## src/rtl/text_pixel_gen.sv

```systemverilog
// Text-mode pixel generator: 40x30 cells of 16x16 glyphs with a blinking cursor.
// Three-stage pipeline from VGA timing inputs to registered RGB and syncs.
module text_pixel_gen #(
   parameter logic [11:0] FG_COLOR   = 12'hFFF,
   parameter logic [11:0] BG_COLOR   = 12'h000,
   parameter int          BLINK_LOG2 = 5
) (
   input  logic        CLK,
   input  logic        RST,
   input  logic [9:0]  X_IN,
   input  logic [9:0]  Y_IN,
   input  logic        VIDEO_ON_IN,
   input  logic        HS_IN,
   input  logic        VS_IN,
   output logic [10:0] TBUF_ADDR,
   input  logic [7:0]  TBUF_DATA,
   output logic [10:0] ROM_ADDR,
   output logic        ROM_EN,
   input  logic [15:0] ROM_DATA,
   input  logic        CURSOR_EN,
   input  logic [5:0]  CURSOR_COL,
   input  logic [4:0]  CURSOR_ROW,
   output logic [11:0] RGB,
   output logic        HS_OUT,
   output logic        VS_OUT,
   output logic        VIDEO_ON_OUT
);

   function automatic logic [11:0] pick_color(input logic video_on, input logic lit);
      if (!video_on)
         return 12'h000;
      return lit ? FG_COLOR : BG_COLOR;
   endfunction

   logic [5:0]  col;
   logic [4:0]  row;
   logic        cell_ok;
   logic        hit_p0;
   logic        unused_y;

   assign col      = X_IN[9:4];
   assign row      = Y_IN[8:4];
   assign unused_y = Y_IN[9];
   assign cell_ok  = (col < 6'd40) && (row < 5'd30);
   // An off-screen cursor can never match because the cell itself must be on-screen.
   assign hit_p0   = CURSOR_EN && cell_ok && (col == CURSOR_COL) && (row == CURSOR_ROW);

   assign TBUF_ADDR = cell_ok ? (11'(row) * 11'd40 + 11'(col)) : 11'd0;
   assign ROM_EN    = 1'b1;

   logic [BLINK_LOG2-1:0] frame_cnt;
   logic                  vs_prev;
   logic                  blink_visible;

   assign blink_visible = ~frame_cnt[BLINK_LOG2-1];

   always_ff @(posedge CLK) begin
      if (RST) begin
         frame_cnt <= '0;
         vs_prev   <= 1'b1;
      end else begin
         vs_prev <= VS_IN;
         if (vs_prev && !VS_IN)
            frame_cnt <= frame_cnt + 1'b1;
      end
   end

   // Stage 1: text buffer read in flight
   logic [3:0] gx_p1;
   logic [3:0] gy_p1;
   logic       hit_p1;
   logic       von_p1;
   logic       hs_p1;
   logic       vs_p1;

   always_ff @(posedge CLK) begin
      if (RST) begin
         gx_p1  <= 4'd0;
         gy_p1  <= 4'd0;
         hit_p1 <= 1'b0;
         von_p1 <= 1'b0;
         hs_p1  <= 1'b1;
         vs_p1  <= 1'b1;
      end else begin
         gx_p1  <= X_IN[3:0];
         gy_p1  <= Y_IN[3:0];
         hit_p1 <= hit_p0;
         von_p1 <= VIDEO_ON_IN;
         hs_p1  <= HS_IN;
         vs_p1  <= VS_IN;
      end
   end

   // Glyph rows are stored bottom-first, so the row index is mirrored.
   assign ROM_ADDR = {TBUF_DATA[6:0], 4'd15 - gy_p1};

   // Stage 2: glyph ROM read in flight
   logic [3:0] gx_p2;
   logic       inv_p2;
   logic       hit_p2;
   logic       von_p2;
   logic       hs_p2;
   logic       vs_p2;

   always_ff @(posedge CLK) begin
      if (RST) begin
         gx_p2  <= 4'd0;
         inv_p2 <= 1'b0;
         hit_p2 <= 1'b0;
         von_p2 <= 1'b0;
         hs_p2  <= 1'b1;
         vs_p2  <= 1'b1;
      end else begin
         gx_p2  <= gx_p1;
         inv_p2 <= TBUF_DATA[7];
         hit_p2 <= hit_p1;
         von_p2 <= von_p1;
         hs_p2  <= hs_p1;
         vs_p2  <= vs_p1;
      end
   end

   logic pixel_p2;
   logic lit_p2;

   assign pixel_p2 = ROM_DATA[4'd15 - gx_p2];
   assign lit_p2   = pixel_p2 ^ inv_p2 ^ (hit_p2 & blink_visible);

   // Stage 3: registered outputs
   always_ff @(posedge CLK) begin
      if (RST) begin
         RGB          <= 12'h000;
         VIDEO_ON_OUT <= 1'b0;
         HS_OUT       <= 1'b1;
         VS_OUT       <= 1'b1;
      end else begin
         RGB          <= pick_color(von_p2, lit_p2);
         VIDEO_ON_OUT <= von_p2;
         HS_OUT       <= hs_p2;
         VS_OUT       <= vs_p2;
      end
   end

endmodule

```

## config.mk

```make
export PLATFORM = sky130hd
export DESIGN_NAME = text_pixel_gen
export DESIGN_NICKNAME = d
export VERILOG_FILES = /design/src/rtl/text_pixel_gen.sv
export SDC_FILE = /design/constraint.sdc
export NUM_CORES = 1
export LEC_CHECK = 0
export ABC_AREA = 1
export ABC_CLOCK_PERIOD_IN_PS = 2650
export BUFFER_PORTS_ARGS = -buffer_cell sky130_fd_sc_hd__buf_2
export CORE_ASPECT_RATIO = 0.8
export CORE_MARGIN = 2
export CORE_UTILIZATION = 40
export CTS_CLUSTER_DIAMETER = 40
export DETAILED_ROUTE_END_ITERATION = 10
export PLACE_DENSITY = 0.73
export SKIP_LAST_GASP = 1
export SLEW_MARGIN = 20
export SYNTH_ARGS = -nofsm -noshare
export SYNTH_HDL_FRONTEND = slang
export SYNTH_SLANG_ARGS = --single-unit
```

## constraint.sdc

```tcl
create_clock -name CLK -period 2.65 [get_ports CLK]
set_clock_uncertainty 0.2 [all_clocks]
set_input_delay 0.53 -clock CLK [delete_from_list [all_inputs] [get_ports CLK]]
set_output_delay 0.53 -clock CLK [all_outputs]
set_load 0.05 [all_outputs]
```

; Word-level counts from Yosys, hierarchy flattened
; Index checks and enable logic that the tools add are counted.
; W data, S select, Z words.
[word_totals]
reg_bits = 41
input_bits = 61
out_inout_bits = 38
elab_cells = 45
[classes]
addsub = 4
multipliers = 1
order_cmp = 3
n_eq_ne = 2
mux = 8
n_bitwise = 4
n_reduce_logical = 6
[op_table]
columns = cell, count
row1 = $mux W12, 3
row2 = $add A11 B6 Y11, 1
row3 = $mux W11, 1
row4 = $mul A5 B3 Y8 const B, 1
row5 = $sub A4 B4 Y4 const A, 2
row6 = $eq A6 B6 Y1, 1
row7 = $lt A6 B6 Y1 const B, 1
row8 = $add A5 B1 Y5 const B, 1
row9 = $eq A5 B5 Y1, 1
row10 = $logic_and A1 B1 Y1, 5
row11 = $lt A4 B5 Y1 const B, 1
row12 = $lt A5 B5 Y1 const B, 1
row13 = $bmux W1 S4, 1
row14 = $mux W1, 3
row15 = $xor A1 B1 Y1, 2
row16 = $and A1 B1 Y1, 1
row17 = $logic_not A1 Y1, 1
row18 = $not A1 Y1, 1

; Logic depth before layout (Yosys ltp)
[depth]
ltp_word = 7
mapped_depth = 11
ltp_nobuf = 10

; Worst setup path before layout
; No wires, ideal clock.
[synth_path]
path_kind = in2out
startpoint = input Y_IN[5]
endpoint = output TBUF_ADDR[10]
arrival_ns = 2.619
required_time_ns = 1.920
slack_ns = -0.699
path_stages = 7
n_path_buf = 0
path_cell_list = ha_1 -> ha_1 -> inv_1 -> fa_1 -> nor3_1 -> nand2b_1 -> a21oi_1
[synth_between]
elab_chain_len = 3
word_cells_on_any_way = 5
classes_between = add/sub: 1 / mul: 1 / order compare: 1 / mux: 1 / reduce/logical: 1
[synth_lines]
columns = item, line
row1 = "start, declared", 11  ; input logic [9:0] Y_IN,
row2 = $mul A5 B3 Y8 / $lt A5 B5 Y1 (equally long branches), "48, 44"
row3 = $add A11 B6 Y11 / $logic_and A1 B1 Y1 (equally long branches), "48, 44"
row4 = $mux W11 (*), 48  ; assign TBUF_ADDR = cell_ok ? (11'(row) * 11'd40 + 11'(col)) : 11'd0;
row5 = "end, declared", 15  ; output logic [10:0] TBUF_ADDR,
; Every way passes the cells marked *; elsewhere a longest branch is shown, timed or not.

; Worst setup path after layout
[layout_path]
startpoint = input Y_IN[7]
endpoint = output TBUF_ADDR[10]
; The elaborated chain is that of the path after synthesis.

==> results.py <==
metrics = {
    "status": {
        "status": "finished with violations",
        "violations": "setup timing",
    },
    "cts": {
        "clk_latency_ns": 0.27,
        "postCtsHoldBufs": 0,
        "cts_setup_buffers": 0,
        "clock-sinks": 30,
        "htree_levels": 2,
        "clockRootBuffer": "clkbuf_8",
        "tritoncts": "built",
        "cts_buffer_depth": 2,
        "clk_pin_slew_ns": 0.06,
        "cts_inserted_buffers": 5,
    },
    "worst_setup_path": {
        "worstSetupPathType": "primary input to output pin",
        "crit_end": "TBUF_ADDR[10]",
        "reg2regPathDepth": 9,
        "r2r_end": "RGB[10]",
        "worst-r2r-setup-slack_ns": 1.23,
        "startpoint": "Y_IN[7]",
        "path_max_fanout": 4,
        "crit_arrival_ns": 2.19,
        "r2r_start": "gx_p2[0]",
        "cp.required_ns": 1.92,
        "critPathCaptureType": "output pin",
        "startpoint_type": "primary input",
    },
    "routing": {
        "drc": 0,
        "first_pass_iters": 4,
        "vias": 1804,
        "wirelength_um": 3970,
        "wl_per_cell_um": 9.55,
        "antenna_left": 0,
        "drt_iter0_markers": 45,
        "vias_per_cell": 4.34,
    },
    "sta": {
        "hold_ws_ns": 0.195,
        "tns_ns": -0.968,
        "fin_ws_ns": -0.268,
        "slew_viol_final": 0,
        "fmax_ghz": 0.343,
        "finalCritPeriodShare": 1.10,
        "finalHoldViolCount": 0,
        "min_period_ns": 2.92,
        "setup_violations": 4,
        "rsz0062_at_grt": "true",
    },
    "cells_and_area": {
        "regArea_um2": 601,
        "drive_gt1_frac": 0.388,
        "layout.cells.non_filler": 416,
        "multiInputGateArea_um2": 1020,
        "diodes": 0,
        "nNetsFinal": 428,
        "area_growth_pct": 41.7,
        "fillers": 423,
        "finish.utilization": 0.578,
        "design_area_um2": 2610,
    },
    "yosys": {
        "syn-num-nets": 346,
        "seq_area_frac_synth": 0.326,
        "syn_avg_cell_area_um2": 6.75,
        "ys_ff_latch": 30,
        "synth_edf_count": 0,
        "ys_types": 29,
        "synth_ff_type": "dfxtp_1",
        "synth_area_um2": 1840,
        "async_flop_share": 0,
        "syn_inst": 273,
        "ys_warn_count": 0,
    },
    "place": {
        "placed_area_um2": 2380,
        "portBuffers": 82,
        "hpwl_um": 3080,
        "place_ws_ns": -0.452,
        "routabilityCongestion": 0.843,
        "placedCellCount": 408,
    },
    "floorplanning": {
        "num_rows": 22,
        "die_w_um": 79.9,
        "initial_core_util": 0.408,
        "dieArea_um2": 5170,
        "coreArea_um2": 4510,
        "io_pins": 99,
        "die_y_um": 64.7,
    },
    "power": {
        "power.total_mw": 1.30,
        "p_per_area_nw_per_um2": 498,
        "ir_drop_v": 0.000315,
        "p_leak_nw": 1.38,
    },
    "min_path": {
        "hold_path_depth": 2,
        "hp-class": "register to register",
    },
    "run": {
        "cap_violations": 0,
    },
    "global_route": {
        "grt_use_total": 0.153,
        "grt_max_degree": 25,
        "grt_pass1_wl_um": 6420,
        "grt_pass1_vias": 1581,
        "overflow": 0,
        "antenna_found_initial": 0,
    },
}
## cell usage in the layout, fill, tap and decap left out, types with 2 or more instances in the layout
| master | instances |
|---|---|
| buf_2 | 73 |
| inv_1 | 61 |
| nand2_1 | 45 |
| nor2_1 | 34 |
| dfxtp_1 | 30 |
| nand3_1 | 17 |
| buf_4 | 17 |
| o21ai_0 | 8 |
| ha_4 | 6 |
| clkbuf_8 | 6 |
| buf_6 | 6 |
| a21oi_1 | 5 |
| or2_2 | 5 |
| nor2_2 | 4 |
| nor3_1 | 4 |
| ha_1 | 4 |
| nand2_2 | 3 |
| a21oi_4 | 3 |
| inv_2 | 2 |
| xnor2_1 | 2 |
| o2111ai_1 | 2 |
| fa_2 | 2 |
## layout make-up
class                   count  share of cell area
clock inverters             2             0.00479
flip-flops and latches     30               0.230
inverters                  64              0.0930
clock buffers               6              0.0316
repair buffers             97               0.220
well taps                  60              0.0287
multi-input cells         157               0.391
## cells by family (layout without fill, tap and decap cells)
kind of cell / after synthesis / count (layout) / synth area share
AND/OR/NAND/NOR: 116 / 116 / 0.265
buffers and inverters: 86 / 169 / 0.219
flip-flops: 30 / 30 / 0.326
AO/OA/AOI/OAI: 24 / 24 / 0.0794
adder cells (fa/ha/maj): 12 / 12 / 0.0896
XOR/XNOR: 4 / 4 / 0.0190
other: 1 / 1 / 0.00203
## what timing repair did
action,4_1_cts,5_1_grt
gates resized for setup,18,10
pin swaps,7,8
endpoints found under the setup margin,5,5
## registers in the layout, indices dropped and copies added, names as in the netlist, 4 cells and up
register and count:
gy_p1 4, gx_p1 4, frame_cnt 5, gx_p2 4
## metal layers
metal | vias to the layer above | GRT usage | wire length, um
met3 | 4 | 0.0320 | 307
met5 | - | 0 | 0
met1 | 762 | 0.186 | 1780
li1 | 962 | - | -
met2 | 76 | 0.268 | 1860
met4 | 0 | 0.0508 | 33
## synth_stat cells (2+ instances only)
library cell,n,share of area
o2111ai_1,2,0.0095
buf_4,19,0.077
nor2_1,37,0.075
fa_1,2,0.022
nor2_2,2,0.0068
xnor2_1,2,0.0095
inv_1,62,0.13
a21oi_1,8,0.022
or2_2,5,0.017
xor2_1,2,0.0095
nand2_1,47,0.096
nor3_1,5,0.014
o21ai_0,9,0.024
dfxtp_1,30,0.33
clkbuf_1,2,0.0041
ha_1,10,0.068
nand3_1,17,0.046
## how the worst min path moves through the flow
| stage | slack, ns | start | to |
|---|---|---|---|
| after floorplan | 0.19 | gx_p1[0] | gx_p2[0] |
| after global placement | 0.19 | hit_p1 | hit_p2 |
| after detailed placement | 0.19 | gx_p1[1] | gx_p2[1] |
| after CTS | 0.19 | gx_p1[1] | gx_p2[1] |
| after global routing | 0.22 | hs_p1 | hs_p2 |
| final | 0.20 | gx_p1[1] | gx_p2[1] |
## critical path, stage by stage
cell	delay, ns
buf_6	0.10
ha_4	0.24
ha_4	0.16
inv_2	0.05
fa_2	0.49
nor3_4	0.21
nand2b_1	0.11
a21oi_4	0.13
buf_6	0.17
## where the power goes
group / leakage, nW / switching, mW / internal (mW)
registers: 0.247 / 0.00886 / 0.469
clock network: 0.0472 / 0.165 / 0.208
logic: 1.09 / 0.274 / 0.176
No activity file was read; power rests on OpenSTA's default activity.
